### src/rtl/reg_file_sb.sv
// reg_file_sb: parametrised register file with a write-pending scoreboard.
//
// Holds 2**ADDR_WIDTH registers of DATA_WIDTH bits. There are two combinational
// read ports and one write port that updates on the rising clock edge.
// Per register, a busy bit records that a write has been issued upstream but
// has not yet landed, so the decode stage can detect read-after-write hazards.
//
// Ports:
//   CLK          clock; all state updates on posedge
//   RESET        asynchronous active-high reset; clears data, busy bits and count
//   WRITEDATA    data to write
//   WRITEREG     write address
//   WRITEENABLE  write strobe
//   READREG1/2   read addresses
//   REGOUT1/2    read data (combinational; forwarded from WRITEDATA when BYPASS)
//   BUSYSET      mark BUSYREG as pending
//   BUSYREG      register to mark pending
//   BUSY1/2      pending-write flag for READREG1/2 (combinational)
//   BUSYCOUNT    registered population count of the busy vector
//
// Parameters:
//   BYPASS   1'b1: a same-cycle write is forwarded to the read ports and clears BUSYn
//   ZERO_REG 1'b1: register 0 reads as zero and ignores writes and busy-set
module reg_file_sb #(
  parameter int DATA_WIDTH = 8,
  parameter int ADDR_WIDTH = 3,
  parameter bit BYPASS     = 1'b1,
  parameter bit ZERO_REG   = 1'b0
) (
  input  logic                  CLK,
  input  logic                  RESET,
  input  logic [DATA_WIDTH-1:0] WRITEDATA,
  input  logic [ADDR_WIDTH-1:0] WRITEREG,
  input  logic                  WRITEENABLE,
  input  logic [ADDR_WIDTH-1:0] READREG1,
  input  logic [ADDR_WIDTH-1:0] READREG2,
  output logic [DATA_WIDTH-1:0] REGOUT1,
  output logic [DATA_WIDTH-1:0] REGOUT2,
  input  logic                  BUSYSET,
  input  logic [ADDR_WIDTH-1:0] BUSYREG,
  output logic                  BUSY1,
  output logic                  BUSY2,
  output logic [ADDR_WIDTH:0]   BUSYCOUNT
);

  localparam int N = 2 ** ADDR_WIDTH;
  localparam logic [ADDR_WIDTH-1:0] ZERO_ADDR = {ADDR_WIDTH{1'b0}};
  localparam logic [DATA_WIDTH-1:0] ZERO_DATA = {DATA_WIDTH{1'b0}};

  logic [DATA_WIDTH-1:0] regs_r [N];
  logic [N-1:0]          busy_r;
  logic [N-1:0]          busy_next_s;
  logic [ADDR_WIDTH:0]   busy_count_r;

  logic                  write_ok_s;
  logic                  set_ok_s;
  logic                  fwd1_s;
  logic                  fwd2_s;
  logic [DATA_WIDTH-1:0] rd1_s;
  logic [DATA_WIDTH-1:0] rd2_s;
  logic                  busy1_s;
  logic                  busy2_s;

  // Number of set bits; sized so that an all-busy vector (N) fits without wrapping.
  function automatic logic [ADDR_WIDTH:0] popcount(input logic [N-1:0] v);
    logic [ADDR_WIDTH:0] c;
    c = {(ADDR_WIDTH+1){1'b0}};
    for (int i = 0; i < N; i++) begin
      c = c + {{ADDR_WIDTH{1'b0}}, v[i]};
    end
    return c;
  endfunction

  // Qualify write and busy-set strobes: both are ignored during reset and,
  // with ZERO_REG, whenever they target register 0.
  always_comb begin
    write_ok_s = 1'b0;
    set_ok_s   = 1'b0;
    if (RESET) begin
      write_ok_s = 1'b0;
      set_ok_s   = 1'b0;
    end else begin
      write_ok_s = WRITEENABLE & ~(ZERO_REG & (WRITEREG == ZERO_ADDR));
      set_ok_s   = BUSYSET     & ~(ZERO_REG & (BUSYREG  == ZERO_ADDR));
    end
  end

  // Next busy vector: the write clears first, then the set is applied so that
  // a new producer issued on the same edge keeps the register pending.
  always_comb begin
    busy_next_s = busy_r;
    if (write_ok_s) begin
      busy_next_s[WRITEREG] = 1'b0;
    end else begin
      busy_next_s[WRITEREG] = busy_r[WRITEREG];
    end
    if (set_ok_s) begin
      busy_next_s[BUSYREG] = 1'b1;
    end else begin
      busy_next_s[BUSYREG] = busy_next_s[BUSYREG];
    end
  end

  // Read ports: array read, optional forwarding of the in-flight write, zero-register override.
  always_comb begin
    fwd1_s  = BYPASS & write_ok_s & (WRITEREG == READREG1);
    fwd2_s  = BYPASS & write_ok_s & (WRITEREG == READREG2);
    rd1_s   = regs_r[READREG1];
    rd2_s   = regs_r[READREG2];
    busy1_s = busy_r[READREG1];
    busy2_s = busy_r[READREG2];
    // A forwarded value is valid this cycle, so the hazard flag drops even if
    // the same register is re-marked busy on the coming edge.
    if (fwd1_s) begin
      rd1_s   = WRITEDATA;
      busy1_s = 1'b0;
    end else begin
      rd1_s   = regs_r[READREG1];
      busy1_s = busy_r[READREG1];
    end
    if (fwd2_s) begin
      rd2_s   = WRITEDATA;
      busy2_s = 1'b0;
    end else begin
      rd2_s   = regs_r[READREG2];
      busy2_s = busy_r[READREG2];
    end
    if (ZERO_REG && (READREG1 == ZERO_ADDR)) begin
      rd1_s   = ZERO_DATA;
      busy1_s = 1'b0;
    end else begin
      rd1_s   = rd1_s;
      busy1_s = busy1_s;
    end
    if (ZERO_REG && (READREG2 == ZERO_ADDR)) begin
      rd2_s   = ZERO_DATA;
      busy2_s = 1'b0;
    end else begin
      rd2_s   = rd2_s;
      busy2_s = busy2_s;
    end
  end

  // State update: register array, busy vector and its registered count.
  always_ff @(posedge CLK or posedge RESET) begin
    if (RESET) begin
      for (int i = 0; i < N; i++) begin
        regs_r[i] <= ZERO_DATA;
      end
      busy_r       <= {N{1'b0}};
      busy_count_r <= {(ADDR_WIDTH+1){1'b0}};
    end else begin
      if (write_ok_s) begin
        regs_r[WRITEREG] <= WRITEDATA;
      end
      busy_r       <= busy_next_s;
      busy_count_r <= popcount(busy_next_s);
    end
  end

  assign REGOUT1   = rd1_s;
  assign REGOUT2   = rd2_s;
  assign BUSY1     = busy1_s;
  assign BUSY2     = busy2_s;
  assign BUSYCOUNT = busy_count_r;

endmodule

### config.mk
export PLATFORM = sky130hd
export DESIGN_NAME = reg_file_sb
export DESIGN_NICKNAME = d
export VERILOG_FILES = /design/src/rtl/reg_file_sb.sv
export SDC_FILE = /design/constraint.sdc
export NUM_CORES = 1
export LEC_CHECK = 0
export BUFFER_PORTS_ARGS = -buffer_cell sky130_fd_sc_hd__buf_2
export CORE_UTILIZATION = 25
export DETAILED_ROUTE_END_ITERATION = 10
export GPL_TIMING_DRIVEN = 0
export PLACE_DENSITY = 0.48
export REMOVE_ABC_BUFFERS = 1
export SYNTH_ARGS = -nofsm -noshare
export SYNTH_HDL_FRONTEND = slang
export SYNTH_SLANG_ARGS = --single-unit
### constraint.sdc
create_clock -name CLK -period 3.9 [get_ports CLK]
set_input_delay 0.195 -clock CLK [delete_from_list [all_inputs] [get_ports CLK]]
set_output_delay 0.195 -clock CLK [all_outputs]
set_load 0.02 [all_outputs]
==> flow_summary.yaml <==
clocking:
  cts_sinks: 76
  clock_latency_ps: 340
  numCtsBuffers: 9
  clk_pin_slew_ps: 60
  tritoncts: "done"
  clk_path_buf_depth: 2
  clock-root-buffer: "clkbuf_16"
  htree_levels: 3
synth:
  seq_area_frac_synth: 0.405
  synth_cells: 363
  avgSynthCellArea_um2: 12.9
  synth_top_flop_cell: "dfrtp_1"
  synth_common_cells: "76 x dfrtp_1, 36 x mux4_2, 34 x mux2_2"
  synth_area_um2: 4700
  synthTopCellsByArea: "dfrtp_1 41%, mux4_2 17%, mux2_2 8.2%, mux2_1 7.4%, mux2i_1 4.5%"
  synth_edf_count: 0
  synth_async_sr_flop_share: 1.00
  synth_most_common_cell: "dfrtp_1"
  netlist.area_leader.share: 0.405
  synth_cell_type_count: 45
  ys_ff_latch: 76
  yosysTopAreaCell: "dfrtp_1"
  synth_warnings: 0
critical_path:
  r2r_slack_ps: 180
  critical_path.slowest_cell: "fa_1"
  cp-start-kind: "flop"
  crit_arrival_ps: 3940
  critPathKind: "reg -> reg"
  r2r-start: "busy_r[2]"
  r2r_end: "BUSYCOUNT[1]"
  startpoint: "busy_r[2]"
  r2r_cells: 11
  endpoint_kind: "flop"
  crit_end: "BUSYCOUNT[1]"
  cp_slowest_stage_delay_ps: 500
  cp_common_cell: "fa_1"
  worstPathRequired_ps: 4120
  crit_fanout: 5
  cp_cell_sequence: "mux2_1 -> a21oi_1 -> o22ai_1 -> or2_4 -> a21oi_4 -> a22o_1 -> fa_1 -> fa_1 -> fa_1 -> inv_1 -> fa_1"
placement:
  place_congestion: 0.731
  dp_hpwl_mm: 7.91
  placed_cells: 609
  portBuffers: 45
die:
  core-area_um2: 18200
  die_width_um: 139
  io_pins: 46
  die_y_um: 139
  initial_utilization: 0.258
  num_rows: 49
  dieArea_um2: 19300
drt:
  drc: 3
  wire_per_inst_um: 19.0
  ant_nets: 0
  vias: 3103
  drt_pass1_iterations: 9
  drt-total-wl_mm: 11.9
  via_per_inst: 4.93
  first_iter_violations: 162
status:
  status: "finished with violations"
  violations: "DRC"
finish:
  fillers: 1833
  area_growth_pct: 16.3
  fin_cells: 629
  final_nets: 427
  diodes: 0
  post_route_cells_drive_above_1_share: 0.368
flow_run:
  drv_cap: 0
global_route:
  grt_max_degree: 67
  antenna_found_initial: 0
  grt_pass1_vias: 3353
  grt_pass1_wl_mm: 19.2
  grt_usage: 0.132
  grt_overflow_total: 0
power_and_ir_drop:
  power.total_mw: 2.87
  power.leakage_nw: 2.27
  ir_worst_vdd_v: 0.000173
  powerDensity_nw_per_um2: 526
timing:
  timing.final.crit_share: 0.954
  worstMarginPinSlew_ps: 712
  slew_headroom: 0.525
  rsz0062_at_grt: "no"
  max_freq_mhz: 269
  final.setup_skew_ps: 2.23
  fin_crit_ps: 3720
  setup_viol: 0
  finalSetupTns_ps: 0
  slew_viol_final: 0
  final_hold_viol_count: 0
min_path:
  hold_class: "in -> reg"
## critical path: cells and delay by family (launching register included)
family / cells / cell delay (ps)
adders and majority gates: 4 / 1760
AOI/OAI and AO/OA: 4 / 720
DFF: 1 / 420
and+or+nand+nor: 1 / 320
muxes: 1 / 300
buffers and inverters: 1 / 90
## layout make-up
type                       instances  area [um^2]  area share
sequential                        76         1900       0.348
clock inverter                     5         61.3      0.0112
multi-input combinational        250         2630       0.481
tap                              229          287      0.0525
inverter                           6         25.0     0.00458
timing repair buffer              53          318      0.0582
clock buffer                      10          239      0.0438
## logic make-up after synthesis
logic type               share of synthesized area
XOR/XNOR                                    0.0187
flip-flops                                   0.405
multiplexers                                 0.373
buffers and inverters                       0.0392
AND/OR/NAND/NOR                             0.0786
adder cells (fa/ha/maj)                     0.0250
AO/OA/AOI/OAI                               0.0602
## sequential cells by signal, summed over array words and instances (netlist names)
name       flops
busy_r         8
BUSYCOUNT      4
regs_r        64
## per-stage QoR
stage	util	cell area (um^2)	setup WS [ps]	hold WS (ps)
floorplan	-	4530	-1150	295
global placement	0.277	5050	-2890	480
detailed placement	0.281	5120	-129	141
CTS	0.300	5460	33.5	156
global route	0.300	5460	9.51	184
finish	0.300	5460	178	163
## cells in the final DEF, fill, tap and decap left out, types with 2 or more instances in the layout
cell type and count:
a32oi_1 2, xor2_1 10, nor2_1 7, o21ai_1 3, a21oi_1 6, buf_6 2, nand3_1 5, nor3b_1 4
clkbuf_16 9, nand3b_1 5, clkinvlp_4 3, mux2i_1 21, nor4_4 2, buf_4 3, fa_1 4, a22oi_1 3
nor2_2 4, ha_1 3, a22o_1 2, inv_1 5, o21ai_0 17, mux4_2 36, o21a_1 2, mux2_2 34
dlygate4sd3_1 2, dfrtp_1 76, nor2b_1 4, buf_2 45, nand2_1 25, nand2b_1 2, mux2_1 31, or3_1 2
## how the worst min path moves through the flow
stage / depth (start not counted) / slack (ps) / start / end
2_1_floorplan: 1 / 300 / BUSYREG[0] / busy_r[6]
3_3_place_gp: 1 / 480 / regs_r[18] / regs_r[18]
3_5_place_dp: 2 / 140 / RESET / busy_r[3]
4_1_cts: 3 / 160 / BUSYSET / busy_r[5]
5_1_grt: 3 / 180 / BUSYSET / busy_r[5]
6_report: 3 / 160 / BUSYSET / busy_r[5]
## repair_timing
| item | 4_1_cts | 5_1_grt |
|---|---|---|
| pin swaps | 1 | 0 |
| gates resized for setup | 0 | 1 |
| endpoints found under the hold margin | 10 | 0 |
| buffers inserted | 3 | 0 |
| hold buffers | 2 | 0 |
| setup endpoints to repair | 1 | 2 |
## power by group
| group | internal, mW | total (mW) | leakage (nW) | switching, mW |
|---|---|---|---|---|
| sequential | 0.984 | 1.12 | 0.933 | 0.133 |
| combinational | 0.463 | 0.902 | 1.20 | 0.440 |
| clock | 0.511 | 0.853 | 0.137 | 0.341 |
| total | 1.96 | 2.87 | 2.27 | 0.914 |
## routing by layer
| metal | part of all wire | global-route usage | vias up |
|---|---|---|---|
| li1 | - | - | 1422 |
| met1 | 0.43 | 0.170 | 1594 |
| met2 | 0.49 | 0.217 | 68 |
| met3 | 0.051 | 0.0269 | 19 |
| met4 | 0.021 | 0.0538 | 0 |
| met5 | 0 | 0 | - |
(Power assumes the default switching activity.)
